File: config.mk
export PLATFORM = sky130hd
export DESIGN_NAME = fetch_unit_flat
export DESIGN_NICKNAME = d
export VERILOG_FILES = /design/src/rtl/fetch_unit_if.sv /design/src/rtl/fetch_unit.sv /design/src/flat_wrapper.sv
export SDC_FILE = /design/constraint.sdc
export NUM_CORES = 1
export LEC_CHECK = 0
export BUFFER_PORTS_ARGS = -buffer_cell sky130_fd_sc_hd__buf_2
export CELL_PAD_IN_SITES_DETAIL_PLACEMENT = 0
export CELL_PAD_IN_SITES_GLOBAL_PLACEMENT = 2
export CORE_UTILIZATION = 30
export DETAILED_ROUTE_END_ITERATION = 8
export PLACE_DENSITY_LB_ADDON = 0.1
export SYNTH_ARGS = -nofsm -noshare
export SYNTH_HDL_FRONTEND = slang
export SYNTH_SLANG_ARGS = --single-unit
File: constraint.sdc
create_clock -name clk -period 6.5 [get_ports clk]
set_clock_uncertainty 0.2 [all_clocks]
set_input_delay 0.325 -clock clk [delete_from_list [all_inputs] [get_ports clk]]
set_output_delay 0.325 -clock clk [all_outputs]
set_load 0.05 [all_outputs]
File: src/rtl/fetch_unit_if.sv
`default_nettype none
// ============================================================================
//  Module   : fetch_unit_if
//  Purpose  : Instruction-memory request/response bus between the fetch unit
//             and the instruction memory.
//  Signals  : imem_req    - request valid (held until imem_ack)
//             imem_addr   - request word address (held until imem_ack)
//             imem_ack    - request accepted this cycle
//             imem_rvalid - read data valid, at least one cycle after ack
//             imem_rdata  - instruction word
//  Modports : master (fetch unit side), slave (memory side)
//  Revision : 1.0 - initial release
// ============================================================================
interface fetch_unit_if;
    logic        imem_req;
    logic [31:0] imem_addr;
    logic        imem_ack;
    logic        imem_rvalid;
    logic [31:0] imem_rdata;

    modport master (
        output imem_req,
        output imem_addr,
        input  imem_ack,
        input  imem_rvalid,
        input  imem_rdata
    );

    modport slave (
        input  imem_req,
        input  imem_addr,
        output imem_ack,
        output imem_rvalid,
        output imem_rdata
    );
endinterface
`default_nettype wire

File: src/rtl/fetch_unit.sv
`default_nettype none
// ============================================================================
//  Module   : fetch_unit
//  Purpose  : Instruction fetch front end. Issues one outstanding request at a
//             time to instruction memory, buffers returned words with their PC
//             in a 4-entry FIFO and presents the FIFO head to the datapath.
//             A taken branch (PCSrcE) flushes the FIFO, redirects fetch and
//             discards any response already in flight.
//  Ports    : clk         - clock, rising edge
//             reset       - asynchronous reset, active low
//             StallF      - hold the current head instruction
//             PCSrcE      - redirect request from Execute
//             PCTargetE   - redirect target (word aligned internally)
//             imem        - instruction memory bus (master side)
//             InstrF      - head instruction (NOP when empty)
//             PCF         - PC of head instruction (fetch PC when empty)
//             InstrValidF - head entry valid
//  Revision : 1.0 - initial release
// ============================================================================
module fetch_unit (
    input  wire logic        clk,
    input  wire logic        reset,
    input  wire logic        StallF,
    input  wire logic        PCSrcE,
    input  wire logic [31:0] PCTargetE,
    fetch_unit_if.master     imem,
    output logic      [31:0] InstrF,
    output logic      [31:0] PCF,
    output logic             InstrValidF
);

    localparam logic [31:0] c_NOP = 32'h0000_0013;

    // D-states track a transaction whose response must be thrown away
    // because a redirect arrived after it was issued.
    typedef enum logic [2:0] {
        S_IDLE  = 3'd0,
        S_REQ   = 3'd1,
        S_WAIT  = 3'd2,
        S_DREQ  = 3'd3,
        S_DWAIT = 3'd4
    } state_t;

    state_t      state_q;
    logic        req_q;
    logic [31:0] req_addr_q;

    logic [31:0] fetch_pc_q, fetch_pc_d;
    logic [1:0]  wr_ptr_q, wr_ptr_d;
    logic [1:0]  rd_ptr_q, rd_ptr_d;
    logic [2:0]  count_q, count_d;
    logic [31:0] fifo_pc_q    [4];
    logic [31:0] fifo_instr_q [4];

    logic [31:0] w_target;
    logic        w_push;
    logic        w_pop;
    logic        w_flush;

    assign w_target = {PCTargetE[31:2], 2'b00};
    // A response coinciding with a redirect belongs to the old path.
    assign w_push   = (state_q == S_WAIT) && imem.imem_rvalid && !PCSrcE;
    assign w_pop    = InstrValidF && !StallF && !PCSrcE;
    // In the D-states the FIFO is already empty; only fetch_pc reloads.
    assign w_flush  = PCSrcE && ((state_q == S_IDLE) || (state_q == S_REQ) ||
                                 (state_q == S_WAIT));

    assign imem.imem_req  = req_q;
    assign imem.imem_addr = req_addr_q;

    assign InstrValidF = (count_q != 3'd0);
    assign InstrF      = InstrValidF ? fifo_instr_q[rd_ptr_q] : c_NOP;
    assign PCF         = InstrValidF ? fifo_pc_q[rd_ptr_q]    : fetch_pc_q;

    // Request FSM with registered bus outputs. The address is captured on
    // entry to REQ so it stays stable even if fetch_pc is redirected.
    always_ff @(posedge clk or negedge reset) begin
        if (!reset) begin
            state_q    <= S_IDLE;
            req_q      <= 1'b0;
            req_addr_q <= 32'h0;
        end else begin
            case (state_q)
                S_IDLE: begin
                    if (!PCSrcE && (count_q != 3'd4)) begin
                        state_q    <= S_REQ;
                        req_q      <= 1'b1;
                        req_addr_q <= fetch_pc_q;
                    end
                end
                S_REQ: begin
                    if (imem.imem_ack) begin
                        // Accepted in the same cycle as a redirect: the
                        // response is already stale.
                        req_q   <= 1'b0;
                        state_q <= PCSrcE ? S_DWAIT : S_WAIT;
                    end else if (PCSrcE) begin
                        state_q <= S_DREQ;
                    end
                end
                S_WAIT: begin
                    if (imem.imem_rvalid) begin
                        state_q <= S_IDLE;
                    end else if (PCSrcE) begin
                        state_q <= S_DWAIT;
                    end
                end
                S_DREQ: begin
                    if (imem.imem_ack) begin
                        req_q   <= 1'b0;
                        state_q <= S_DWAIT;
                    end
                end
                S_DWAIT: begin
                    if (imem.imem_rvalid) begin
                        state_q <= S_IDLE;
                    end
                end
                default: begin
                    state_q <= S_IDLE;
                    req_q   <= 1'b0;
                end
            endcase
        end
    end

    always_comb begin
        fetch_pc_d = fetch_pc_q;
        wr_ptr_d   = wr_ptr_q;
        rd_ptr_d   = rd_ptr_q;
        count_d    = count_q;

        if (PCSrcE) begin
            fetch_pc_d = w_target;
        end else if (w_push) begin
            fetch_pc_d = fetch_pc_q + 32'd4;
        end

        if (w_flush) begin
            wr_ptr_d = 2'd0;
            rd_ptr_d = 2'd0;
            count_d  = 3'd0;
        end else begin
            if (w_push) begin
                wr_ptr_d = wr_ptr_q + 2'd1;
            end
            if (w_pop) begin
                rd_ptr_d = rd_ptr_q + 2'd1;
            end
            case ({w_push, w_pop})
                2'b10:   count_d = count_q + 3'd1;
                2'b01:   count_d = count_q - 3'd1;
                default: count_d = count_q;
            endcase
        end
    end

    always_ff @(posedge clk or negedge reset) begin
        if (!reset) begin
            fetch_pc_q <= 32'h0;
            wr_ptr_q   <= 2'd0;
            rd_ptr_q   <= 2'd0;
            count_q    <= 3'd0;
        end else begin
            fetch_pc_q <= fetch_pc_d;
            wr_ptr_q   <= wr_ptr_d;
            rd_ptr_q   <= rd_ptr_d;
            count_q    <= count_d;
        end
    end

    // Storage needs no reset: entries are only read when count_q says valid.
    always_ff @(posedge clk) begin
        if (w_push) begin
            fifo_pc_q[wr_ptr_q]    <= fetch_pc_q;
            fifo_instr_q[wr_ptr_q] <= imem.imem_rdata;
        end
    end

endmodule
`default_nettype wire

File: src/flat_wrapper.sv
// flat-port wrapper written by rule: the top's interface ports become plain ports
module fetch_unit_flat 
  (clk, reset, StallF, PCSrcE, PCTargetE, InstrF, PCF, InstrValidF, imem_imem_req, imem_imem_addr, imem_imem_ack, imem_imem_rvalid, imem_imem_rdata);
  fetch_unit_if imem_i ();
  input  wire logic clk;
  input  wire logic reset;
  input  wire logic StallF;
  input  wire logic PCSrcE;
  input  wire logic [31:0] PCTargetE;
  output logic      [31:0] InstrF;
  output logic      [31:0] PCF;
  output logic InstrValidF;
  output wire logic [$bits(imem_i.imem_req)-1:0] imem_imem_req;
  output wire logic [$bits(imem_i.imem_addr)-1:0] imem_imem_addr;
  input wire logic [$bits(imem_i.imem_ack)-1:0] imem_imem_ack;
  input wire logic [$bits(imem_i.imem_rvalid)-1:0] imem_imem_rvalid;
  input wire logic [$bits(imem_i.imem_rdata)-1:0] imem_imem_rdata;
  assign imem_imem_req = imem_i.imem_req;
  assign imem_imem_addr = imem_i.imem_addr;
  assign imem_i.imem_ack = imem_imem_ack;
  assign imem_i.imem_rvalid = imem_imem_rvalid;
  assign imem_i.imem_rdata = imem_imem_rdata;
  fetch_unit u_core (.clk(clk), .reset(reset), .StallF(StallF), .PCSrcE(PCSrcE), .PCTargetE(PCTargetE), .imem(imem_i), .InstrF(InstrF), .PCF(PCF), .InstrValidF(InstrValidF));
endmodule
==> results.toml, run 1 <==
[outcome]
status = "complete, no violations"

[worst_setup_path]
timing.rr.start = "u_core.state_q[0]"
arrival_ps = 3250
reg2reg_depth = 9
critPathCaptureType = "output pin"
start_kind = "register"
path_max_fanout = 47
crit_type = "reg2out"
cp_data_required_time_ps = 5970
r2r-end = "u_core.count_q[2]"
r2r_slack_ps = 3690

[global_route]
grt_overflow = 0
antenna_found_initial = 0
grt_use_total = 0.1539
grt_pass1_vias = 8173
grt_pass1_wl_um = 50610
grt_max_degree = 72

[final_layout]
area_delta_synth_final_pct = 24.95
drive_gt1_frac = 0.3327
antenna_cells = 0
fin_nets = 1068
layout_commonest_cell = "edfxtp_1"
final_core_util = 0.3838
layout_common_cells = "248 x edfxtp_1, 160 x buf_2, 69 x dfrtp_1"

[timing]
post-route-period-util = 0.5803
max_freq_mhz = 265.1
rsz0062_at_grt = "no"
tightest_slew_ps = 1121
timing.slew.headroom = 0.2527
setup_viol = 0
hold_viol = 0
min_period_ps = 3772
slew_violations = 0
tns_ps = 0

[route]
wl_um = 33280
firstDrtPassIters = 4
wire_per_inst_um = 20.85
vias = 7620
drtAntennaViolNets = 0
drc = 0
via_per_inst = 4.774
drt_iter0_drc = 309

[min_path]
min_to = "u_core.fetch_pc_q[3]"
hp-start = "PCSrcE"
holdPathStages = 3
hold_path.class = "in2reg"

[yosys]
ys_ff_latch = 319
synth_warnings = 0
yosysSeqAreaShare = 0.7080
syn_area_per_cell_sq_um = 17.12
syn_area_sq_um = 13030
syn_inst = 761
yosysUniqueCellTypes = 46

[clock_network]
post_cts_buffers = 0
post_cts_resized = 0
cts_root_buf = "clkbuf_16"
cts_made_buffers = 37
cts_hold_buf = 66
numClockSinks = 319
clockBufferDepth = 3
htree_levels = 2
cts_tree = "yes"
clock_latency_ps = 550
clkTransAtPathRegs_ps = 60

[power_and_ir_drop]
power_density_nw_per_um2 = 378.1
power.leakage_uw = 0.005676
ir_drop_v = 0.0002723

[floorplanning]
start_util = 0.3071
die_h_um = 210.4
core_area_sq_um = 42420
num_io_pins = 168
die_w_um = 210.4
row_count = 75
die_area_sq_um = 44260

[placement]
portBuffers = 161
dp_hpwl_um = 19330
place.gp.congestion = 0.7169

[run]
drv_cap = 0
==> metrics by stage <==
step	hold WS, ps	total power (uW)	instances	cell area (sq um)	worst slack, ps
floorplan	-170.6	3697	764	13040	3255
CTS	101.6	6268	1596	16280	2533
global placement	267.2	4121	1463	14420	3119
finish	122.5	6155	1596	16280	2728
global route	137.1	6412	1596	16280	2452
detailed placement	270.5	4140	1463	14420	3131
==> sequential cells by signal (all words and copies together) (netlist names) <==
register	flops
u_core.fetch_pc_q	30
u_core.fifo_instr_q	128
u_core.imem.imem_req	1
u_core.rd_ptr_q	2
u_core.count_q	3
u_core.wr_ptr_q	2
u_core.fifo_pc_q	120
u_core.imem.imem_addr	30
u_core.state_q	3
==> power breakdown <==
group | total [uW] | internal [uW] | leakage [uW] | switching [uW]
Combinational | 1560 | 461 | 0.00202 | 1100
Sequential | 2530 | 2370 | 0.00307 | 164
Clock | 2060 | 1220 | 0.000580 | 836
Total | 6160 | 4050 | 0.00568 | 2100
==> worst max-delay path, cell delays in order, from the launching register on <==
cell	delay (ps)
dfrtp_4	1110
buf_4	510
mux4_2	540
or2_2	300
buf_2	220
==> cells in the mapped netlist, drive strengths merged <==
cell       n  area share
buf       18      0.0084
nor4       4      0.0019
nand2     39       0.011
a31oi     19      0.0091
and4       1     0.00067
nor2b      1     0.00048
dfrtp     71        0.14
or4       17       0.010
or2        4      0.0019
nand4bb    1     0.00086
nand3b     2      0.0012
edfxtp   248        0.57
a21oi      5      0.0019
conb       1     0.00029
mux4      62        0.11
a311o      1     0.00077
o211ai     2      0.0012
and4bb     1     0.00096
a21boi     1     0.00058
nand4     11      0.0058
inv       18      0.0052
a2bb2oi    1     0.00067
a211oi     1     0.00058
o21ai     38       0.015
o31ai     11      0.0063
nor3       5      0.0019
or3        6      0.0029
xnor2      8      0.0054
and2      33       0.016
or3b       1     0.00067
fa         1      0.0015
mux2      44       0.038
ha         6      0.0058
nor3b      1     0.00058
nor2      29      0.0084
xor2       7      0.0047
mux2i      1     0.00077
clkbuf    25      0.0072
and3       4      0.0019
nand3     12      0.0046
==> logic make-up (layout without fill, tap and decap cells) <==
logic type      count (synthesis)  in the layout  synth area share
other cells                     1              4         0.0002879
xor+xnor                       15             15           0.01008
buf+inv                        61            316           0.02074
fa+ha+maj                       7              7          0.007299
compound gates                 79             79           0.03573
flops                         319            319            0.7080
simple gates                  172            172           0.07184
mux                           107            107            0.1460
==> area by class of cell <==
class / instances / area, sq um
Multi-Input combinational cell: 384 / 3565
Fill cell: 4075 / 26140
Sequential cell: 319 / 9231
Inverter: 18 / 67.56
Clock inverter: 21 / 181.4
Clock buffer: 46 / 1012
Tap cell: 577 / 721.9
Timing Repair Buffer: 231 / 1499
==> how the worst max path moves through the flow <==
stage                                   from  slack, ps                        end
after CTS                 u_core.rd_ptr_q[0]       2530                  InstrF[4]
after global placement    u_core.rd_ptr_q[0]       3120                  InstrF[1]
final                     u_core.rd_ptr_q[0]       2730                  InstrF[4]
after detailed placement  u_core.rd_ptr_q[0]       3130                  InstrF[4]
after global routing      u_core.rd_ptr_q[0]       2450                  InstrF[1]
after floorplan            u_core.state_q[0]       3260  u_core.fifo_instr_q[0][0]
==> per-layer routing <==
layer / GRT usage / part of all wire / vias to the layer above / routed length (um)
met5: 0 / 0 / - / 0
met4: 0.04948 / 0.020 / 0 / 667
met3: 0.02756 / 0.041 / 50 / 1348
met2: 0.2604 / 0.49 / 179 / 16240
met1: 0.2002 / 0.45 / 3949 / 15020
li1: - / - / 3442 / -
(Power assumes the default switching activity.)
==> run 2, diff against run 1 <==
==> constraint.sdc (replaced) <==
create_clock -name clk -period 3.3 [get_ports clk]
set_clock_uncertainty 0.2 [all_clocks]
set_input_delay 0.165 -clock clk [delete_from_list [all_inputs] [get_ports clk]]
set_output_delay 0.165 -clock clk [all_outputs]
set_load 0.05 [all_outputs]
==> run 2 against run 1 <==
  * Sequential power increased by 94%
  * Clock power rose by 90%
  * Utilization is 0.74 points higher
  * First-iteration DRC count increased by 12%
  * Final area increased by 1.9%
  * Die area unchanged
  * Critical path type unchanged
  * Critical endpoint is now PCF[2]
==> results.toml, run 2 (synthesis results as in run 1) <==
[power_and_ir_drop]
p_clk_frac = 0.324
ir_drop_v = 0.0004630
swShare = 0.3419
p_switching_uw = 4118
comb_power_share = 0.267
power_uw = 12040
power.leakage_uw = 0.005836
power_density_nw_per_um2 = 725.8
seqPwrFrac = 0.408
intPower_uw = 7926

[worst_setup_path]
arrival_ps = 2500
r2r-end = "u_core.fetch_pc_q[31]"
cp_data_required_time_ps = 2930
crit_end = "PCF[2]"
critPathMaxStageDelay_ps = 400
path_max_fanout = 41
r2r_slack_ps = 490
reg2reg_depth = 5
timing.rr.start = "u_core.fetch_pc_q[9]"
path_cells = "nor3_1, buf_4, inv_2, buf_12, mux2_2, buf_2"
start_kind = "register"
startpoint = "u_core.count_q[0]"
crit_slowest_cell = "dfrtp_1"
critPathCaptureType = "output pin"
crit_type = "reg2out"

[final_layout]
max_flop_register = "u_core.fifo_instr_q"
drive_gt1_frac = 0.3480
largest_reg_flops = 128
layout_common_cells = "248 x edfxtp_1, 160 x buf_2, 69 x dlygate4sd3_1, 69 x dfrtp_1, 62 x mux4_2"
layout_commonest_cell = "edfxtp_1"
fin_nets = 1098
fillerInstances = 4025
top_regs = "u_core.fifo_instr_q x128, u_core.fifo_pc_q x120"
fin_area_sq_um = 16590
final_core_util = 0.3912
area_delta_synth_final_pct = 27.37

[floorplanning]
die_h_um = 210.4
core_area_sq_um = 42420
die_w_um = 210.4
start_util = 0.3071
row_count = 75
num_io_pins = 168
die_area_sq_um = 44260

[global_route]
grt_overflow = 0
grt_pass1_vias = 8236
antenna_found_initial = 0
grt_use_total = 0.1528
grt_max_degree = 72
grt_pass1_wl_um = 50540

[clock_network]
clkTransAtPathRegs_ps = 60
numClockSinks = 319
clock_latency_ps = 540
cts_root_buf = "clkbuf_16"
clockBufferDepth = 3
cts_made_buffers = 38
htree_levels = 2
post_cts_buffers = 0
cts_tree = "yes"

[placement]
place_ws_ps = 638.8
place.gp.congestion = 0.7178
portBuffers = 161
dpl-instance-area_sq_um = 14740
dp_hpwl_um = 20930

[timing]
hold_viol = 0
tightest_slew_ps = 1046
slew_violations = 0
rsz0062_at_grt = "no"
timing.slew.headroom = 0.3028
tns_ps = 0
setup_viol = 0
max_freq_mhz = 348.8
min_period_ps = 2867
post-route-period-util = 0.8687
fin_ws_ps = 433.4

[route]
drtAntennaViolNets = 0
wire_per_inst_um = 20.27
via_per_inst = 4.687
drt_iter0_drc = 345
vias = 7630
wl_um = 32990
firstDrtPassIters = 4
drc = 0

[outcome]
status = "complete, no violations"

[min_path]
hold_path.class = "in2async"

[run]
drv_cap = 0
-- run 2: critical path, delay by kind of cell (launching register included) --
kind          cells  cell delay (ps)
buf+inv           4             1090
simple gates      1               70
mux               1              390
flops             1              400
-- run 2: cell type report --
class,instances,area (sq um),share of cell area
antenna,2,5.005,0.0003016
clock buffer,51,1041,0.06274
clock inverter,17,112.6,0.006786
inverter,18,67.56,0.004072
multi-input combinational,384,3565,0.2148
sequential,319,9231,0.5563
tap,577,721.9,0.04351
timing repair buffer,260,1849,0.1114
-- run 2: metal layers --
metal,wire length [um],global-route usage,vias to the layer above
met3,1583,0.03501,49
met2,15850,0.2495,181
met5,0,0,-
met1,14850,0.2034,3898
met4,718,0.04473,0
li1,-,-,3502
-- run 2: timing repair --
action,CTS,global route
hold buffers,69,0
endpoints found under the hold margin,236,0
resized for setup,0,0
-- run 2: metrics by stage --
step / hold slack [ps] / instances
floorplan: -330.6 / 764
detailed placement: 186.5 / 1489
CTS: 136.1 / 1626
global placement: 175.4 / 1489
global route: 163.7 / 1626
finish: 102.3 / 1628
-- run 2: power by group through the flow --
stage                     sequential [uW]  combinational [uW]  clock (uW)
after floorplan                      5580                1700           0
after global placement               4990                3200           0
after detailed placement             5000                3210           0
final                                4920                3220        3910
after CTS                            4920                3290        4060
after global routing                 4960                3430        4220
-- run 2: worst min path at each step --
| stage | start | to | slack [ps] | cells after the start |
|---|---|---|---|---|
| 2_1_floorplan | reset | u_core.count_q[0] | -330 | 0 |
| 3_3_place_gp | PCTargetE[4] | u_core.fetch_pc_q[4] | 180 | 3 |
| 3_5_place_dp | PCTargetE[3] | u_core.fetch_pc_q[3] | 190 | 3 |
| 4_1_cts | PCTargetE[4] | u_core.fetch_pc_q[4] | 140 | 4 |
| 5_1_grt | PCTargetE[6] | u_core.fetch_pc_q[6] | 160 | 4 |
| 6_report | reset | u_core.imem.imem_addr[30] | 100 | 2 |
==> run 3, diff against run 2 <==
--- a/config.mk
+++ b/config.mk
@@ -8,6 +8,7 @@
 export BUFFER_PORTS_ARGS = -buffer_cell sky130_fd_sc_hd__buf_2
 export CELL_PAD_IN_SITES_DETAIL_PLACEMENT = 0
 export CELL_PAD_IN_SITES_GLOBAL_PLACEMENT = 2
+export CORE_MARGIN = 2
 export CORE_UTILIZATION = 30
 export DETAILED_ROUTE_END_ITERATION = 8
 export PLACE_DENSITY_LB_ADDON = 0.1
==> run 3 against run 2 <==
  * Die area grew 1.9%
  * Power grew 0.26%
  * Setup slack lost 21 ps
  * Final area grew 0.78%
  * First-iteration DRC count grew 11%
  * Global-route usage grew 0.12 points
  * Critical endpoint is now InstrF[0]
==> results.toml, run 3 (synthesis results as in run 1) <==
[floorplanning]
die_h_um = 212.4
core_area_sq_um = 42980
row_count = 76
die_w_um = 212.4
start_util = 0.3031
num_io_pins = 168
die_area_sq_um = 45110

[placement]
place.gp.congestion = 0.6957
portBuffers = 161
place_ws_ps = 673.4
dp_hpwl_um = 21390
dpl-instance-area_sq_um = 14850

[final_layout]
antenna_cells = 0
largest_reg_flops = 128
fillerInstances = 4144
multi_input_area_sq_um = 3565
layout_commonest_cell = "edfxtp_1"
regArea_sq_um = 9231
max_flop_register = "u_core.fifo_instr_q"
fin_nets = 1110
area_delta_synth_final_pct = 28.36
top_regs = "u_core.fifo_instr_q x128, u_core.fifo_pc_q x120"
layout_common_cells = "248 x edfxtp_1, 158 x buf_2, 73 x dlygate4sd3_1"
drive_gt1_frac = 0.3468
fin_area_sq_um = 16720

[route]
via_per_inst = 4.639
drt_iter0_drc = 383
drc = 0
wire_per_inst_um = 20.55
drtAntennaViolNets = 0
vias = 7636
wl_um = 33830
firstDrtPassIters = 4

[global_route]
grt_overflow = 0
use_met2 = 0.2492
grt_max_degree = 47
met1_usage = 0.2109
grt_pass1_vias = 8049
grt_util_met3 = 0.03264
grt_use_total = 0.1541
antenna_found_initial = 0
busiest_layer = "met2"
grt_pass1_wl_um = 50890

[power_and_ir_drop]
power_density_nw_per_um2 = 722.1
ir_drop_v = 0.0004340
power.leakage_uw = 0.005886

[outcome]
status = "complete, no violations"

[timing]
setup_viol = 0
tightest_slew_ps = 675.0
fin_ws_ps = 412.8
hold_viol = 0
post-route-period-util = 0.8749
slew_violations = 0
timing.slew.headroom = 0.5500
max_freq_mhz = 346.4
tns_ps = 0
hold_ws_ps = 174.9
min_period_ps = 2887
rsz0062_at_grt = "no"

[run]
drv_cap = 0

[clock_network]
htree_levels = 2
post_cts_buffers = 0
clkTransAtPathRegs_ps = 60
clock_latency_ps = 550
clockBufferDepth = 3
post_cts_resized = 0
numClockSinks = 319
cts_hold_buf = 73
cts_root_buf = "clkbuf_16"
cts_made_buffers = 39
cts_tree = "yes"

[worst_setup_path]
arrival_ps = 2520
cp_data_required_time_ps = 2930
critPathCaptureType = "output pin"
path_max_fanout = 18
crit_type = "reg2out"
start_kind = "register"

[min_path]
hold_path.class = "in2reg"
==> run 3: cell types whose count changed in the layout (fill, tap and decap cells not counted), sizes merged <==
cell / change
clkinv: -1
bufinv: -1
diode: -2
dlygate4sd3: +4
buf: +7
inv: -2
clkbuf: +5
==> run 3: worst paths after layout <==
check                           slack [ps]                         end  cells after the start                 startpoint
worst max register to register         590       u_core.fetch_pc_q[31]                      5      u_core.fetch_pc_q[17]
worst max-delay path                   410                   InstrF[0]                      4         u_core.rd_ptr_q[0]
min in group asynchronous              510   u_core.imem.imem_addr[27]                      3                      reset
max in group asynchronous             1480   u_core.imem.imem_addr[29]                      4                      reset
worst min-delay path                   170  u_core.fifo_instr_q[0][29]                      2        imem_imem_rdata[29]
worst min register to register         270   u_core.imem.imem_addr[31]                      2  u_core.imem.imem_addr[31]
==> run 3: layer usage <==
metal	up-vias	wire, um	part of all wire
met3	43	1438	0.043
li1	3512	-	-
met5	-	0	0
met1	3935	15500	0.46
met4	0	647	0.019
met2	146	16250	0.48
==> run 3: worst max-delay path: stages (launching register included) <==
cell     delay, ps
dfrtp_4        500
buf_4          380
mux4_2         560
or2_2          300
buf_2          220
==> run 3: final cells by class <==
type                       count  area share
tap                          585     0.04377
sequential                   319      0.5520
inverter                      18    0.004040
multi-input combinational    384      0.2132
clock inverter                13    0.003591
timing repair buffer         271      0.1187
clock buffer                  56     0.06472
==> run 3: power breakdown <==
part	internal (uW)	leakage (uW)	switching, uW
Clock	2270	0.000556	1630
Sequential	4660	0.00307	247
Combinational	1000	0.00226	2260
Total	7940	0.00589	4140
==> run 3: per-stage QoR <==
step / instances / util / total power, uW
after global placement: 1504 / 0.3455 / 8257
final: 1646 / 0.3891 / 12080
after CTS: 1646 / 0.3891 / 12290
after floorplan: 764 / - / 7282
after global routing: 1646 / 0.3891 / 12630
after detailed placement: 1504 / 0.3455 / 8263
